===== config.mk =====
export PLATFORM = sky130hd
export DESIGN_NAME = gpr_wb_scoreboard
export DESIGN_NICKNAME = d
export VERILOG_FILES = /design/src/rtl/gpr_wb_scoreboard.sv
export SDC_FILE = /design/constraint.sdc
export NUM_CORES = 2
export LEC_CHECK = 0
export BUFFER_PORTS_ARGS = -buffer_cell sky130_fd_sc_hd__buf_2
export CAP_MARGIN = 25
export CORE_ASPECT_RATIO = 1.5
export CORE_MARGIN = 4
export CORE_UTILIZATION = 65
export CTS_CLUSTER_SIZE = 16
export DETAILED_ROUTE_END_ITERATION = 6
export PLACE_DENSITY_LB_ADDON = 0.15
export SKIP_CTS_REPAIR_TIMING = 1
export SLEW_MARGIN = 5
export SYNTH_ARGS = -nofsm -noshare
export SYNTH_HDL_FRONTEND = slang
export SYNTH_SLANG_ARGS = --single-unit

===== constraint.sdc =====
create_clock -name clk -period 13.3 [get_ports clk]
set_input_delay 1.33 -clock clk [delete_from_list [all_inputs] [get_ports clk]]
set_output_delay 1.33 -clock clk [all_outputs]
set_load 0.02 [all_outputs]

===== src/rtl/gpr_wb_scoreboard.sv =====
// General-purpose register file with a writeback receiver, two bypassed read ports
// and a per-register pending scoreboard that decode sets at issue and writeback clears.
module gpr_wb_scoreboard #(
  parameter int REG_ADDR_WIDTH = 5,
  parameter int DATA_WIDTH     = 32,
  parameter int NR_REGS        = 32
) (
  input  logic                      clk,
  input  logic                      rst,
  input  logic                      wb_valid,
  output logic                      wb_ready,
  input  logic                      wb_wen,
  input  logic [REG_ADDR_WIDTH-1:0] wb_waddr,
  input  logic [DATA_WIDTH-1:0]     wb_wdata,
  input  logic                      iss_valid,
  input  logic [REG_ADDR_WIDTH-1:0] iss_rd,
  output logic                      iss_ready,
  input  logic [REG_ADDR_WIDTH-1:0] rs1_addr,
  output logic [DATA_WIDTH-1:0]     rs1_data,
  output logic                      rs1_busy,
  input  logic [REG_ADDR_WIDTH-1:0] rs2_addr,
  output logic [DATA_WIDTH-1:0]     rs2_data,
  output logic                      rs2_busy,
  output logic [REG_ADDR_WIDTH:0]   pending_cnt
);

  localparam int DEPTH = 1 << REG_ADDR_WIDTH;
  localparam int CNT_W = REG_ADDR_WIDTH + 1;

  // Storage spans the full index space; entries at or above NR_REGS are never written
  // or set, so they stay at their reset value and fold away in synthesis.
  logic [DATA_WIDTH-1:0] regs_q [DEPTH];
  logic [DEPTH-1:0]      busy_q, busy_d;
  logic [CNT_W-1:0]      cnt_q, cnt_d;

  logic wb_fire, wb_legal, clr_en, wr_en;
  logic iss_fire, iss_legal, set_en;
  logic cnt_inc, cnt_dec;

  function automatic logic idx_legal(input logic [REG_ADDR_WIDTH-1:0] a);
    return (a != '0) && (int'(a) < NR_REGS);
  endfunction

  function automatic logic [CNT_W-1:0] cnt_step(input logic [CNT_W-1:0] c,
                                                input logic inc, input logic dec);
    logic [CNT_W-1:0] r;
    r = c;
    if (inc && !dec) begin
      if (c != CNT_W'(NR_REGS - 1)) r = c + 1'b1;
    end else if (dec && !inc) begin
      if (c != '0) r = c - 1'b1;
    end
    return r;
  endfunction

  function automatic logic [DATA_WIDTH-1:0] read_port(input logic [REG_ADDR_WIDTH-1:0] a,
                                                      input logic byp,
                                                      input logic [DATA_WIDTH-1:0] byp_data,
                                                      input logic [DATA_WIDTH-1:0] stored);
    logic [DATA_WIDTH-1:0] r;
    r = '0;
    if (idx_legal(a)) r = byp ? byp_data : stored;
    return r;
  endfunction

  always_comb begin
    wb_ready  = ~rst;
    wb_fire   = wb_valid & wb_ready;
    wb_legal  = idx_legal(wb_waddr);
    clr_en    = wb_fire & wb_legal;
    wr_en     = clr_en & wb_wen;
    iss_legal = idx_legal(iss_rd);
    // A writeback retiring the same destination this cycle releases the WAW stall.
    iss_ready = ~rst & ~(iss_legal & busy_q[iss_rd] & ~(wb_fire & (wb_waddr == iss_rd)));
    iss_fire  = iss_valid & iss_ready;
    set_en    = iss_fire & iss_legal;
  end

  always_comb begin
    busy_d = busy_q;
    if (clr_en) busy_d[wb_waddr] = 1'b0;
    if (set_en) busy_d[iss_rd] = 1'b1;
  end

  // Count only real transitions of the busy vector so the counter tracks its popcount.
  always_comb begin
    cnt_inc = set_en & ~busy_q[iss_rd];
    cnt_dec = clr_en & busy_q[wb_waddr] & ~(set_en & (iss_rd == wb_waddr));
    cnt_d   = cnt_step(cnt_q, cnt_inc, cnt_dec);
  end

  always_comb begin
    rs1_data = read_port(rs1_addr, wr_en & (wb_waddr == rs1_addr), wb_wdata, regs_q[rs1_addr]);
    rs2_data = read_port(rs2_addr, wr_en & (wb_waddr == rs2_addr), wb_wdata, regs_q[rs2_addr]);
    rs1_busy = idx_legal(rs1_addr) & busy_q[rs1_addr] & ~(wb_fire & (wb_waddr == rs1_addr));
    rs2_busy = idx_legal(rs2_addr) & busy_q[rs2_addr] & ~(wb_fire & (wb_waddr == rs2_addr));
  end

  always_ff @(posedge clk) begin
    if (rst) begin
      busy_q <= '0;
      cnt_q  <= '0;
      for (int i = 0; i < DEPTH; i++) regs_q[i] <= '0;
    end else begin
      busy_q <= busy_d;
      cnt_q  <= cnt_d;
      if (wr_en) regs_q[wb_waddr] <= wb_wdata;
    end
  end

  assign pending_cnt = cnt_q;

endmodule


Yosys cells after proc, flatten, opt, wreduce, memory -nomap -nowiden

Memory sizes are Yosys's and may differ from the RTL's.
Index checks and enable logic that the tools add are counted.

Muxes and demuxes: 30
Bitwise logic cells: 31
Add/sub/neg operators: 2
Equality and inequality tests: 6
Reductions and logical operators: 15
$lt $le $gt $ge: 6

Operators by type and width:

| operator                                                                      | number |
|---|---|
| 32-bit two-way mux                                                            | 7 |
| 32-bit AND                                                                    | 1 |
| 32-bit inverter                                                               | 1 |
| 32-bit OR                                                                     | 1 |
| 32-bit OR reduction                                                           | 1 |
| 5-bit by 6-bit less-than comparator with 1-bit output (second input constant) | 4 |
| 6-bit two-way mux                                                             | 4 |
| 1-bit AND                                                                     | 21 |
| 1-bit binary-select mux with 5-bit select                                     | 4 |
| 5-bit equality test                                                           | 4 |
| 5-bit nonzero test                                                            | 4 |
| 1-bit two-way mux                                                             | 12 |
| 1-bit demux with 5-bit select                                                 | 2 |
| 5-bit by 1-bit >= comparator with 1-bit output (second input constant)        | 2 |
| 1-bit inverter                                                                | 7 |
| 6-bit by 1-bit adder with 6-bit output (second input constant)                | 1 |
| 6-bit by 5-bit != test with 1-bit output (second input constant)              | 1 |
| 6-bit nonzero test                                                            | 1 |
| 6-bit by 1-bit subtractor with 6-bit output (second input constant)           | 1 |
| 5-bit two-way mux                                                             | 1 |
| 1-bit logical AND                                                             | 4 |
| 2-bit nonzero test                                                            | 2 |
| 3-bit AND reduction                                                           | 1 |
| 1-bit zero test                                                               | 2 |
| 2-bit by 1-bit != test with 1-bit output (second input constant)              | 1 |

Bits in writable memories: 1024
Memories: 1
Input port bits: 57
Bits in registers: 38
Output and inout bits: 74

Memory list:

| memory | words | bits a word | rd ports | clocked after Yosys merged registers in | wr ports | RTL line | RTL |
|---|---|---|---|---|---|---|---|
| regs_q | 32    | 32          | 2        | 0                                       | 32       | 32       | `logic [DATA_WIDTH-1:0] regs_q [DEPTH];` |

Longest topological paths before layout

Depth after elaboration: 16
Mapped depth: 16
Depth with buffers taken out: 15

Worst setup path before layout

Ideal clock, no wire load.

Path kind: input -> register
Start point: input port wb_waddr[3]
End point: memory regs_q[12][0] (enable)
Buffers on the path: 3
Setup time: 0.466 ns
Data arrival time: 4.674 ns
Slack: 8.160 ns
Stages on the path: 5
Cell sequence: clkbuf_1 buf_1 nand4b_1 clkbuf_1 o21ai_0

RTL lines:

| item        | RTL line | RTL |
|---|---|---|
| from (decl) | 13       | `input logic [REG_ADDR_WIDTH-1:0] wb_waddr,` |
| to (decl)   | 32       |  |

Final worst setup path

Start point: input port rs1_addr[4]
End point: output port rs1_data[16]

Longest elaborated chain between the ends: 4

RTL lines:

| item                                                                            | RTL line | RTL |
|---|---|---|
| from (decl)                                                                     | 18       | `input logic [REG_ADDR_WIDTH-1:0] rs1_addr,` |
| parallel branches: the longest is 3 deep, another holds memory read 32 x 32 bit | n/a      |  |
| 32-bit two-way mux (*)                                                          | 62       | `if (idx_legal(a)) r = byp ? byp_data : stored;` |
| to (decl)                                                                       | 19       | `output logic [DATA_WIDTH-1:0] rs1_data,` |

Every way passes the cells marked *.

==> flow_summary_export.csv <==
group,metric,value,unit
final_layout,final_cell_mix,"edfxtp_1 (1024), and2_1 (961), mux4_2 (427)",
worst_setup_path,crit_required,11970,ps
pwr,peakVddDrop,0.131,mV
worst_setup_path,worstPathArrival,5590,ps
timing,worst_pin_slew,1160,ps
timing,relSlewSlack,0.229,
clock_tree,cts_max_level,3,
timing,drv_slew,0,
run,maxCapViolCount,0,
worst_setup_path,crit_top_cell,"buf_4",
placement,place.gp.congestion,0.887,
synth,synth_area_leaders,"edfxtp_1 (53%), mux4_2 (17%), and2_1 (10%)",
synth,syn_area_per_cell,14.0,µm²
grt,gr-total-overflow,0,
pwr,power_density,122,nW/µm²
synth,synth_cells,4159,
pwr,clockPowerShare,0.358,
die,dieArea,94500,µm²
worst_setup_path,crit_fanout,31,
routing,routed_wl,187,mm
routing,drt_iter0_drc,6167,
clock_tree,clock_latency,700,ps
die,rows,134,
synth,synth_area,58200,µm²
timing,grt_setup_unrepaired,"no",
final_layout,final_area,62900,µm²
synth,yosysTopAreaCell,"edfxtp_1",
grt,grtUsageTotal,0.396,
final_layout,num-nets-final,4142,
final_layout,area_growth,8.05,%
worst_setup_path,cp_slowest_cell,"buf_4",
routing,post_drt_wl_per_cell,35.2,µm
grt,grt_max_degree,142,
routing,postRouteAntennaNets,0,
final_layout,num-fill-cells,5980,
die,fp.dieW,252,µm
die,start_util,0.655,
clock_tree,cts_sinks,1062,
routing,num_vias,39600,
pwr,swShare,0.257,
clock_tree,numCtsBuffers,97,
synth,ys_seq_elements,1062,
timing,setup_tns,0,ps
worst_setup_path,critPathLaunchType,"input pin",
grt,antenna_found_initial,7,
final_layout,drive_above_1_share,0.217,
die,die_h,375,µm
synth,yosysWarnings,0,
clock_tree,clk_path_buf_depth,3,
pwr,seqPwrFrac,0.511,
synth,synth_edf_count,1024,
synth,synth_ff_type,"edfxtp_1",
die,core_area,88900,µm²
routing,drc,0,
pwr,p_sw,1980,µW
synth,ys_seq_area_frac,0.541,
synth,async_flop_share,0,
timing,max_freq,144,MHz
timing,hold_viol,0,
worst_setup_path,crit_path_cell_trace,"buf_4 -> buf_4 -> buf_4 -> nor3b_2 -> buf_4 -> buf_4 -> a22oi_1 -> o211ai_1 -> a21oi_1 -> nor3_1 -> nor3_1 -> buf_2",
placement,port_buffers,130,
timing,fin_crit_sh,0.520,
timing,fin_crit,6920,ps
timing,worst_clock_skew,12.6,ps
timing,setup_violations,0,
clock_tree,cts_root_buf,"clkbuf_16",
grt,grt_pass1_vias,40100,
grt,grt_pass1_wl,270,mm
placement,place_area,59800,µm²
status,status,"completed",
placement,hpwl,109,mm
die,top_level_ports,131,
clock_tree,clk_pin_slew,70,ps
routing,viasPerCell,7.46,
worst_setup_path,cp_slowest_stage_delay,740,ps
worst_setup_path,worstSetupEndpointType,"output port",
routing,first_pass_iters,6,
final_layout,final_common_cell,"edfxtp_1",
pwr,pwr-share-comb,0.131,
worst_hold_path,hold_path_class,"reg2reg",
clock_tree,tritoncts,"done",
synth,ys_types,55,
pwr,p_leak,0.0220,µW
worst_setup_path,crit_type,"in2out",
pwr,intPower,5720,µW
synth,synth_top_area_frac,0.528,
worst paths after layout:
| kind | startpoint | end | slack, ps | cells after the start |
|---|---|---|---|---|
| max reg2reg | busy_q[3]$_SDFF_PP0_ | pending_cnt[5]$_SDFFE_PP0P_ | 9490 | 15 |
| min reg2reg | busy_q[0]$_SDFF_PP0_ | busy_q[0]$_SDFF_PP0_ | 540 | 1 |
| max | rs1_addr[4] | rs1_data[16] | 6380 | 12 |
| min | busy_q[0]$_SDFF_PP0_ | busy_q[0]$_SDFF_PP0_ | 540 | 1 |
routing by layer:
layer,share of wire,wire length [µm],track usage
met5,0.000069,13,0
met4,0.074,13800,0.241
met3,0.13,24300,0.0944
met2,0.48,89500,0.631
met1,0.32,59800,0.497
state kept, by name, indices dropped and copies added (netlist names):
| register | flops |
|---|---|
| regs_q | 1024 |
| pending_cnt | 6 |
| busy_q | 32 |
logic make-up (layout without fill, tap and decap cells):
family                   count (synthesis)  count (layout)  share of synthesized area
multiplexers                           808             808                      0.231
AND/OR/NAND/NOR                       1300            1300                      0.132
AO/OA/AOI/OAI                          493             493                     0.0551
adder cells (fa/ha/maj)                  7               7                    0.00163
XOR/XNOR                                18              18                    0.00271
other                                    1              36                  0.0000644
flip-flops                            1062            1062                      0.541
buffers and inverters                  470             438                     0.0369
through the flow:
stage,std cells,total power (µW),hold WS [ps],utilization,setup WS (ps)
2_1_floorplan,4190,4630,467,-,8160
3_3_place_gp,5129,4950,511,0.673,6600
3_5_place_dp,5132,4980,512,0.673,6610
4_1_cts,5311,7670,527,0.707,6600
5_1_grt,5315,7900,551,0.708,6230
6_report,5318,7700,536,0.708,6380
cell type report:
cell class	instances	area, µm²	share of cell area
multi-input cells	2658	25200	0.400
diodes	4	10.0	0.000159
clock buffers	121	2630	0.0419
flip-flops and latches	1062	31500	0.501
well taps	1156	1450	0.0230
repair buffers	250	1690	0.0269
inverters	9	35.0	0.000557
clock inverters	58	403	0.00640
cells in the mapped netlist, types with 9 or more instances:
cell type  number
edfxtp_1     1024
and2_1        962
mux4_2        427
mux2i_1       378
clkbuf_1      318
nor3_1        157
a21oi_1       128
nor2_1        109
o21ai_0       109
o211ai_1       92
buf_2          74
a22oi_1        63
a221oi_1       59
dfxtp_1        38
buf_4          27
buf_1          20
buf_6          19
o41ai_1        16
nand3_1        14
nand2_1        13
xnor2_1        12
nor2b_1         9
critical path, delay by kind of cell:
kind            cells  cell delay [ps]
buf+inv             6             2740
simple gates        3              660
compound gates      3              790
power by group through the flow:
stage	Combinational [µW]	Sequential [µW]	Clock (µW)
after CTS	989	3930	2760
after floorplan	660	3970	0
final	1010	3930	2760
after global placement	978	3980	0
after detailed placement	987	4000	0
after global routing	1050	3950	2910
Note: power is estimated with default switching activity, not from simulation.
